--- config.mk ---
export PLATFORM = sky130hd
export DESIGN_NAME = ls_queue_ctrl
export DESIGN_NICKNAME = d
export VERILOG_FILES = /design/src/rtl/ls_queue_ctrl.sv
export SDC_FILE = /design/constraint.sdc
export NUM_CORES = 1
export LEC_CHECK = 0
export CORE_MARGIN = 5
export CORE_UTILIZATION = 49
export DETAILED_ROUTE_END_ITERATION = 6
export GPL_TIMING_DRIVEN = 0
export PLACE_DENSITY = 0.76
export SYNTH_ARGS = -nofsm -noshare
export SYNTH_HDL_FRONTEND = slang
export SYNTH_SLANG_ARGS = --single-unit
export TNS_END_PERCENT = 100
--- constraint.sdc ---
create_clock -name clk_in -period 8.9 [get_ports clk_in]
set_input_delay 2.225 -clock clk_in [delete_from_list [all_inputs] [get_ports clk_in]]
set_output_delay 2.225 -clock clk_in [all_outputs]
set_load 0.01 [all_outputs]
--- src/rtl/ls_queue_ctrl.sv ---
`default_nettype none
// ============================================================================
// Module  : ls_queue_ctrl
// Purpose : In-order load/store queue. Issues ops to MemCtrl one at a time,
//           extends load data and broadcasts completions on the CDB.
// Rev     : 1.0
// ============================================================================
module ls_queue_ctrl #(
    parameter int DATA_WIDTH = 32,
    parameter int ADDR_WIDTH = 32,
    parameter int ROB_WIDTH  = 4,
    parameter int QDEPTH     = 4
) (
    input  logic                  clk_in,
    input  logic                  rst_n_in,
    input  logic                  rdy_in,
    input  logic                  rdy_lsb_in,
    input  logic                  is_store_lsb_in,
    input  logic [2:0]            funct3_lsb_in,
    input  logic [DATA_WIDTH-1:0] vj_lsb_in,
    input  logic [DATA_WIDTH-1:0] vk_lsb_in,
    input  logic [DATA_WIDTH-1:0] imm_lsb_in,
    input  logic [ROB_WIDTH-1:0]  rob_id_lsb_in,
    output logic                  full_lsb_out,
    output logic                  req_mc_out,
    output logic                  wr_mc_out,
    output logic [ADDR_WIDTH-1:0] addr_mc_out,
    output logic [2:0]            len_mc_out,
    output logic [DATA_WIDTH-1:0] data_s_mc_out,
    input  logic [DATA_WIDTH-1:0] data_l_mc_in,
    input  logic                  done_mc_in,
    input  logic                  refresh_rob_cdb_in,
    output logic                  rdy_ls_cdb_out,
    output logic [DATA_WIDTH-1:0] result_ls_cdb_out,
    output logic [ROB_WIDTH-1:0]  rob_id_ls_cdb_out,
    output logic                  busy_out
);
    localparam int PTR_W = $clog2(QDEPTH);
    localparam int CNT_W = PTR_W + 1;
    localparam int SUM_W = (DATA_WIDTH > ADDR_WIDTH) ? DATA_WIDTH : ADDR_WIDTH;

    typedef enum logic [1:0] {
        S_IDLE  = 2'd0,
        S_WAIT  = 2'd1,
        S_DRAIN = 2'd2
    } state_t;

    logic [ADDR_WIDTH-1:0] addr_mem_q [QDEPTH];
    logic                  wr_mem_q   [QDEPTH];
    logic [DATA_WIDTH-1:0] data_mem_q [QDEPTH];
    logic [2:0]            f3_mem_q   [QDEPTH];
    logic [ROB_WIDTH-1:0]  tag_mem_q  [QDEPTH];

    state_t                state_q, state_d;
    logic [CNT_W-1:0]      count_q, count_d;
    logic [PTR_W-1:0]      rd_ptr_q, rd_ptr_d, wr_ptr_q, wr_ptr_d;
    logic                  full_q, full_d;
    logic                  req_q, req_d, wr_q, wr_d;
    logic [ADDR_WIDTH-1:0] addr_q, addr_d;
    logic [2:0]            len_q, len_d, f3_q, f3_d;
    logic [DATA_WIDTH-1:0] data_q, data_d;
    logic [ROB_WIDTH-1:0]  tag_q, tag_d;
    logic                  cdb_vld_q, cdb_vld_d;
    logic [DATA_WIDTH-1:0] cdb_res_q, cdb_res_d;
    logic [ROB_WIDTH-1:0]  cdb_tag_q, cdb_tag_d;

    logic                  w_push, w_pop;
    logic [SUM_W-1:0]      w_sum;

    function automatic logic [2:0] len_of(input logic [2:0] f3);
        case (f3[1:0])
            2'b00:   len_of = 3'd1;
            2'b01:   len_of = 3'd2;
            default: len_of = 3'd4;
        endcase
    endfunction

    function automatic logic [DATA_WIDTH-1:0] extend(input logic [2:0] f3,
                                                     input logic [DATA_WIDTH-1:0] d);
        case (f3)
            3'b000:  extend = {{(DATA_WIDTH-8){d[7]}}, d[7:0]};
            3'b001:  extend = {{(DATA_WIDTH-16){d[15]}}, d[15:0]};
            3'b100:  extend = {{(DATA_WIDTH-8){1'b0}}, d[7:0]};
            3'b101:  extend = {{(DATA_WIDTH-16){1'b0}}, d[15:0]};
            default: extend = d;
        endcase
    endfunction

    assign w_sum  = SUM_W'(vj_lsb_in) + SUM_W'(imm_lsb_in);
    assign w_push = rdy_lsb_in && !full_q && !refresh_rob_cdb_in;

    always_comb begin
        state_d   = state_q;
        req_d     = req_q;
        wr_d      = wr_q;
        addr_d    = addr_q;
        len_d     = len_q;
        data_d    = data_q;
        f3_d      = f3_q;
        tag_d     = tag_q;
        cdb_vld_d = 1'b0;
        cdb_res_d = cdb_res_q;
        cdb_tag_d = cdb_tag_q;
        w_pop     = 1'b0;
        case (state_q)
            S_IDLE: begin
                if (!refresh_rob_cdb_in && count_q != '0) begin
                    w_pop   = 1'b1;
                    req_d   = 1'b1;
                    wr_d    = wr_mem_q[rd_ptr_q];
                    addr_d  = addr_mem_q[rd_ptr_q];
                    len_d   = len_of(f3_mem_q[rd_ptr_q]);
                    data_d  = data_mem_q[rd_ptr_q];
                    f3_d    = f3_mem_q[rd_ptr_q];
                    tag_d   = tag_mem_q[rd_ptr_q];
                    state_d = S_WAIT;
                end
            end
            S_WAIT: begin
                if (done_mc_in) begin
                    req_d   = 1'b0;
                    state_d = S_IDLE;
                    if (!refresh_rob_cdb_in) begin
                        cdb_vld_d = 1'b1;
                        cdb_tag_d = tag_q;
                        cdb_res_d = wr_q ? '0 : extend(f3_q, data_l_mc_in);
                    end
                end else if (refresh_rob_cdb_in) begin
                    state_d = S_DRAIN;
                end
            end
            S_DRAIN: begin
                // Flushed access: finish the handshake but never broadcast it.
                if (done_mc_in) begin
                    req_d   = 1'b0;
                    state_d = S_IDLE;
                end
            end
            default: state_d = S_IDLE;
        endcase

        if (refresh_rob_cdb_in) begin
            count_d  = '0;
            rd_ptr_d = '0;
            wr_ptr_d = '0;
        end else begin
            count_d  = count_q + CNT_W'(w_push) - CNT_W'(w_pop);
            rd_ptr_d = rd_ptr_q + PTR_W'(w_pop);
            wr_ptr_d = wr_ptr_q + PTR_W'(w_push);
        end
        full_d = (count_d == CNT_W'(QDEPTH));
    end

    always_ff @(posedge clk_in) begin
        if (!rst_n_in) begin
            state_q   <= S_IDLE;
            count_q   <= '0;
            rd_ptr_q  <= '0;
            wr_ptr_q  <= '0;
            full_q    <= 1'b0;
            req_q     <= 1'b0;
            wr_q      <= 1'b0;
            addr_q    <= '0;
            len_q     <= '0;
            data_q    <= '0;
            f3_q      <= '0;
            tag_q     <= '0;
            cdb_vld_q <= 1'b0;
            cdb_res_q <= '0;
            cdb_tag_q <= '0;
        end else if (rdy_in) begin
            state_q   <= state_d;
            count_q   <= count_d;
            rd_ptr_q  <= rd_ptr_d;
            wr_ptr_q  <= wr_ptr_d;
            full_q    <= full_d;
            req_q     <= req_d;
            wr_q      <= wr_d;
            addr_q    <= addr_d;
            len_q     <= len_d;
            data_q    <= data_d;
            f3_q      <= f3_d;
            tag_q     <= tag_d;
            cdb_vld_q <= cdb_vld_d;
            cdb_res_q <= cdb_res_d;
            cdb_tag_q <= cdb_tag_d;
        end
    end

    // Queue payload needs no reset; occupancy is tracked by count/pointers.
    always_ff @(posedge clk_in) begin
        if (rst_n_in && rdy_in && w_push) begin
            addr_mem_q[wr_ptr_q] <= w_sum[ADDR_WIDTH-1:0];
            wr_mem_q[wr_ptr_q]   <= is_store_lsb_in;
            data_mem_q[wr_ptr_q] <= vk_lsb_in;
            f3_mem_q[wr_ptr_q]   <= funct3_lsb_in;
            tag_mem_q[wr_ptr_q]  <= rob_id_lsb_in;
        end
    end

    assign full_lsb_out      = full_q;
    assign req_mc_out        = req_q;
    assign wr_mc_out         = wr_q;
    assign addr_mc_out       = addr_q;
    assign len_mc_out        = len_q;
    assign data_s_mc_out     = data_q;
    assign rdy_ls_cdb_out    = cdb_vld_q;
    assign result_ls_cdb_out = cdb_res_q;
    assign rob_id_ls_cdb_out = cdb_tag_q;
    assign busy_out          = (count_q != '0) || (state_q != S_IDLE);

endmodule
`default_nettype wire
* Yosys cells after proc, flatten, opt, wreduce, memory -nomap -nowiden *
Memory sizes are Yosys's and may differ from the RTL's. A register that Yosys moved wholly into a read port is not among the register bits.
Index checks and enable logic that the tools add are counted.

storage, ports and cells
  bits in registers = 54
  memory bits (writable) = 288
  input port bits = 142
  output and inout port bits = 108
  word-level logic and storage cells = 79
  memories kept = 5

memories
  memory      words  width  rd ports  clocked after Yosys merged registers in  write ports  RTL line  text
  addr_mem_q  4      32     1         1                                        1            48        logic [ADDR_WIDTH-1:0] addr_mem_q [QDEPTH];
  data_mem_q  4      32     1         1                                        1            50        logic [DATA_WIDTH-1:0] data_mem_q [QDEPTH];
  tag_mem_q   4      4      1         1                                        1            52        logic [ROB_WIDTH-1:0] tag_mem_q [QDEPTH];
  f3_mem_q    4      3      1         1                                        1            51        logic [2:0] f3_mem_q [QDEPTH];
  wr_mem_q    4      1      1         1                                        1            49        logic wr_mem_q [QDEPTH];

operators by class
  add/subtract/negate cells = 5
  equality and inequality tests = 11
  mux-type cells = 23
  bitwise logic cells = 1
  reductions and logical operators = 23

operators by type and width
  cell                                                                    number
  32-bit one-hot mux with 4 select lines                                  1
  32-bit adder                                                            1
  32-bit two-way mux                                                      1
  2-bit two-way mux                                                       8
  4-bit AND reduction                                                     3
  3-bit equality test (second input constant)                             3
  1-bit two-way mux                                                       9
  1-bit logical NOT                                                       6
  2-bit one-hot mux with 3 select lines                                   1
  3-bit one-hot mux with 2 select lines                                   1
  1-bit logical AND                                                       5
  2-bit by 1-bit adder with 2-bit output                                  2
  2-bit by 1-bit equality test with 1-bit output (second input constant)  2
  2-bit logical NOT                                                       2
  2-bit inequality test (second input constant)                           2
  2-bit nonzero test                                                      2
  3-bit by 1-bit adder with 3-bit output                                  1
  3-bit by 1-bit equality test with 1-bit output (second input constant)  1
  3-bit logical NOT                                                       1
  3-bit two-way mux                                                       1
  3-bit inequality test (second input constant)                           1
  3-bit AND reduction                                                     1
  3-bit nonzero test                                                      1
  3-bit by 1-bit subtractor with 3-bit output                             1
  other kinds (6)                                                         6

* Depth between registers and ports, before layout *
  depth after elaboration = 8
  depth in mapped cells = 14
  mapped depth without buffers = 14

* Worst setup path before layout *
OpenSTA, ideal clock, no wires.

  kind = in2reg
  start point = input refresh_rob_cdb_in
  end point = memory addr_mem_q[0][0] (enable)
  setup time = 0.605 ns
  data arrival time = 7.980 ns
  path slack = 0.314 ns
  stages = 3
  path through = nor3b_1 > and3_1 > nor3b_1

on the way
  cells in the longest elaborated chain, start to end = 5

RTL lines
  element                                  RTL line  text
  from (decl)                              32        input logic refresh_rob_cdb_in,
  1-bit logical NOT                        n/a
  1-bit logical AND                        90        assign w_push = rdy_lsb_in && !full_q && !refresh_rob_cdb_in;
  1-bit logical AND                        192       if (rst_n_in && rdy_in && w_push) begin
  1-bit two-way mux                        192
  1-bit two-way mux (implied by the code)  193       addr_mem_q[wr_ptr_q] <= w_sum[ADDR_WIDTH-1:0];
  to (decl)                                48

No other way between the ends.

* Final worst setup path *
  start point = input vj_lsb_in[0]
  end point = memory addr_mem_q[2][30], data pin

on the way
  cells in the longest elaborated chain, start to end = 1

RTL lines
  element              RTL line  text
  from (decl)          20        input logic [DATA_WIDTH-1:0] vj_lsb_in,
  32-bit adder         89        assign w_sum = SUM_W'(vj_lsb_in) + SUM_W'(imm_lsb_in);
  named net w_sum[30]  68        logic [SUM_W-1:0] w_sum;

The timed path passes the listed nets, and every way through them passes these cells.

==> Flow_metrics.wiki <==
{| class="wikitable"
! Metric !! Value
|-
| Number of buffers inserted for hold repair after clock tree synthesis || 0
|-
| Latest clock arrival within the worst-skew pair || between 0.5 and 0.6 ns
|-
| Async set or reset register ratio after synthesis || 0
|-
| Critical path buffers and inverters || 1
|-
| Post CTS Setup Buffer Count || 0
|-
| Post-Place Worst Slack || between 3 and 4 ns
|-
| Highest Clock Rate || approximately 0.21 GHz
|-
| Worst vdd ir || ~0.1 mV
|-
| Cell type with the highest aggregate area in the netlist || sky130_fd_sc_hd__edfxtp_1
|-
| Area contributors post-synth || sky130_fd_sc_hd__edfxtp_1 (51%), sky130_fd_sc_hd__dfxtp_1 (15%), sky130_fd_sc_hd__mux4_2 (9.5%), sky130_fd_sc_hd__nand2_1 (4.7%), sky130_fd_sc_hd__a21boi_0 (4.1%)
|-
| Final wirelength || 39300 um
|-
| Critical setup path kind || in -> reg
|-
| Setup clock skew after layout || 0.0143 ns
|-
| Non-filler instance count after layout || approximately 2000
|-
| Yosys synthesis warning count || 0
|-
| Family of cells with the greatest summed delay on the critical path || compound AO/OA/AOI/OAI gates
|-
| Post-Place Cells || a little under 2000
|-
| Top_reg_cell synth || sky130_fd_sc_hd__edfxtp_1
|-
| Antenna violations before repair || 2
|-
| Routed WL per cell || approximately 20 um
|-
| Count of clock tree sinks || between 400 and 500
|-
| Total count of hold-check failures in the final report || 0
|-
| Library cell appearing most often on the critical path || sky130_fd_sc_hd__o21ai_1
|-
| Worst relative slew slack || 0.202
|-
| Antenna cell count || 0
|-
| Count of cells resized by post-cts repair || 0
|-
| Leakage power summed over all cells || 7.07 nW
|-
| Status || finished clean
|-
| Count of standard-cell rows || 68
|-
| Post-layout min period || 4.87 ns
|-
| Initial core utilization || 0.496
|-
| Number of flops mapped to enable cells by yosys || roughly 290
|-
| Worst hold slack across all endpoints || around 0.46 ns
|-
| Average cell area after synthesis || 14.0 um^2
|-
| Clk pin slew, worst setup/hold paths || 0.06 ns
|-
| Placed wire-length estimate after detailed placement || between 20000 and 30000 um
|-
| Die area || 0.0387 mm^2
|-
| Number of search-and-repair iterations in the first detailed-routing pass || 6
|-
| Max Root-Sink Buffers || 3
|-
| Final antenna-violating net count || 0
|-
| Global route overflow || 0
|-
| Worst path required time || a little over 9 ns
|-
| Setup crit start kind || primary input
|-
| Max incr delay on CP || around 0.4 ns
|-
| Max Cap Viol || 0
|-
| Type of element capturing the critical path || flop
|-
| Synthesized area || approximately 0.017 mm^2
|-
| Setup repair after global routing missed its margin || false
|-
| Final Slew Violations || 0
|-
| Number of standard cells after synthesis || roughly 1200
|-
| Wire length of the first global-routing pass || ~60000 um
|-
| Reg-to-reg startpoint || count_q[1]
|-
| Port-buffer cells || 249
|-
| Class of the most critical hold timing path || reg -> reg
|-
| Slowest CP cell || sky130_fd_sc_hd__clkdlybuf4s50_1
|-
| Synth-to-Final Area Change || 26.5%
|-
| Post-route clock period utilization || 0.547
|-
| Actual slew at the worst max-slew pin || 1.19 ns
|-
| Ratio of cells with drive above 1 in the final layout || 0.116
|-
| Maximum number of pins on one net before global-route repair || 47
|-
| Ratio of total power to cell area || approximately 190 mW/mm^2
|-
| Initial DRC count || approximately 530
|-
| Post-synthesis net count || about 1400
|-
| Number of vias in the routed layout || between 10000 and 15000
|-
| Portion of the post-synthesis area used by sequential elements || 0.652
|-
| H-tree depth reported by CTS || 2
|-
| Number of clock buffers inserted by TritonCTS || 41
|-
| Yosys top cell area share || 0.506
|-
| Die width || between 150 and 200 um
|-
| Global-route total usage across every layer || 0.198
|-
| Start point of the critical path || vj_lsb_in[0]
|-
| Yosys reg bits || about 410
|-
| Post-detailed-route DRC marker count || 0
|-
| Vias in the first global route || between 10000 and 15000
|-
| Routability congestion estimate from global placement || about 0.87
|-
| Min setup slack post-route || 4.03 ns
|-
| CP cell instances || clkdlybuf4s50_1 > ha_1 > fa_1 > a21oi_1 > o21ai_1 > a211oi_2 > o21ai_1 > a211oi_2 > o21ai_1 > xor2_1
|-
| Critical Path Fanout Max || 4
|-
| Worst min-delay path startpoint || addr_mc_out[5]
|-
| Die height || slightly below 200 um
|-
| Arrival time of the worst setup path || just over 5 ns
|-
| I/O pin count || 250
|-
| Setup violation total in the final timing report || 0
|-
| Detailed-route vias per instance || 5.42
|-
| Count of distinct cell types in the synthesized netlist || 60
|-
| Layout Nets || about 1700
|-
| Core footprint || approximately 0.034 mm^2
|-
| Root Buffer Master || sky130_fd_sc_hd__clkbuf_16
|-
| CTS tree || done
|}
==> worst min-delay path, stage by stage, from the launching register on <==
cell	delay (ns)
sky130_fd_sc_hd__dfxtp_1	0.31
sky130_fd_sc_hd__nand2_1	0.05
sky130_fd_sc_hd__a21boi_0	0.06
==> metal layers <==
metal  track usage  part of all wire  up-vias
met5             0           0.00059        -
met4        0.0503             0.023        4
met2         0.357              0.51      339
met3        0.0441             0.067       70
li1              -                 -     5183
met1         0.243              0.40     5315
==> worst paths after layout <==
kind,endpoint,slack (ns),cells after the start
setup reg to reg,full_lsb_out,6.27,12
hold reg to reg,addr_mc_out[5],0.46,2
hold / removal,addr_mc_out[5],0.46,2
setup / recovery,addr_mem_q[2][30],4.03,10
==> layout by cell type, fill, tap and decap left out, types with 6 or more instances in the layout <==
cell	n
sky130_fd_sc_hd__ha_1	38
sky130_fd_sc_hd__clkbuf_1	61
sky130_fd_sc_hd__edfxtp_1	288
sky130_fd_sc_hd__a21boi_0	93
sky130_fd_sc_hd__clkinv_2	7
sky130_fd_sc_hd__mux4_2	72
sky130_fd_sc_hd__xor2_1	15
sky130_fd_sc_hd__buf_2	17
sky130_fd_sc_hd__a31oi_1	6
sky130_fd_sc_hd__inv_1	12
sky130_fd_sc_hd__a21oi_1	49
sky130_fd_sc_hd__nor3b_1	11
sky130_fd_sc_hd__nand4_1	6
sky130_fd_sc_hd__nor2_1	28
sky130_fd_sc_hd__a22oi_1	10
sky130_fd_sc_hd__clkdlybuf4s50_1	249
sky130_fd_sc_hd__buf_6	6
sky130_fd_sc_hd__nor2b_1	32
sky130_fd_sc_hd__o21ai_0	52
sky130_fd_sc_hd__nand3_1	7
sky130_fd_sc_hd__clkbuf_16	41
sky130_fd_sc_hd__dfxtp_1	125
sky130_fd_sc_hd__nand2_1	212
sky130_fd_sc_hd__a21o_1	11
sky130_fd_sc_hd__xnor2_1	16
==> Yosys cell counts, types with 2 or more instances <==
library cell and n:
sky130_fd_sc_hd__buf_2 17, sky130_fd_sc_hd__dfxtp_1 125, sky130_fd_sc_hd__o21ai_1 4, sky130_fd_sc_hd__o21ai_0 52, sky130_fd_sc_hd__a22oi_1 10, sky130_fd_sc_hd__nand4_1 6, sky130_fd_sc_hd__mux2i_1 5, sky130_fd_sc_hd__nor2b_1 32
sky130_fd_sc_hd__xnor2_1 16, sky130_fd_sc_hd__buf_1 2, sky130_fd_sc_hd__edfxtp_1 288, sky130_fd_sc_hd__fa_1 2, sky130_fd_sc_hd__a2bb2oi_1 2, sky130_fd_sc_hd__o21ai_2 2, sky130_fd_sc_hd__a31oi_1 6, sky130_fd_sc_hd__a211oi_1 2
sky130_fd_sc_hd__or3_1 3, sky130_fd_sc_hd__nand2b_1 5, sky130_fd_sc_hd__a21o_1 11, sky130_fd_sc_hd__a21oi_1 49, sky130_fd_sc_hd__nand3_1 7, sky130_fd_sc_hd__ha_1 38, sky130_fd_sc_hd__clkbuf_1 48, sky130_fd_sc_hd__o22ai_1 2
sky130_fd_sc_hd__inv_1 12, sky130_fd_sc_hd__nor3b_1 12, sky130_fd_sc_hd__a211oi_2 3, sky130_fd_sc_hd__nor4_1 2, sky130_fd_sc_hd__nor2_1 30, sky130_fd_sc_hd__nand2_1 212, sky130_fd_sc_hd__nor3_1 5, sky130_fd_sc_hd__mux4_2 72
sky130_fd_sc_hd__a21boi_0 93, sky130_fd_sc_hd__and2_1 4, sky130_fd_sc_hd__and3_1 5, sky130_fd_sc_hd__xor2_1 15
==> stage by stage <==
stage               utilization  power, W  instance area [um^2]  TNS, ns
floorplan                     -   0.00232                 17100        0
global placement          0.585   0.00245                 20200  -410.83
detailed placement        0.592   0.00246                 20400        0
CTS                       0.628   0.00405                 21600        0
global route              0.628   0.00415                 21600        0
finish                    0.628   0.00401                 21600        0
==> power breakdown <==
part,switching [W],leakage [nW],internal (W)
Combinational,0.000172,2.86,0.000147
Sequential,0.00000548,3.60,0.00210
Clock,0.000670,0.609,0.000921
==> cell families after synthesis <==
group           count (synthesis)  synth area share
compound gates                251            0.0979
xor+xnor                       31            0.0159
fa+ha+maj                      40            0.0301
buf+inv                        81            0.0192
flops                         413             0.652
mux                            77            0.0978
simple gates                  330            0.0869
==> cell type report <==
class / count / area, um^2
clock buffers: 59 / 1140
inverters: 13 / 48.8
fillers: 2601 / 12800
flip-flops and latches: 413 / 11200
plain buffers: 68 / 280
repair buffers: 262 / 2700
well taps: 455 / 569
multi-input cells: 729 / 5640
clock inverters: 14 / 96.3
==> state kept, by name, summed over array words and instances, names as in the netlist, 2 cells and up, named ones only <==
name	count
wr_ptr_q	2
f3_q	3
f3_mem_q	12
state_q	2
addr_mc_out	32
data_mem_q	128
addr_mem_q	128
tag_mem_q	16
len_mc_out	3
result_ls_cdb_out	32
count_q	3
data_s_mc_out	32
tag_q	4
rob_id_ls_cdb_out	4
rd_ptr_q	2
wr_mem_q	4
Power figures use the tool's default switching activity.
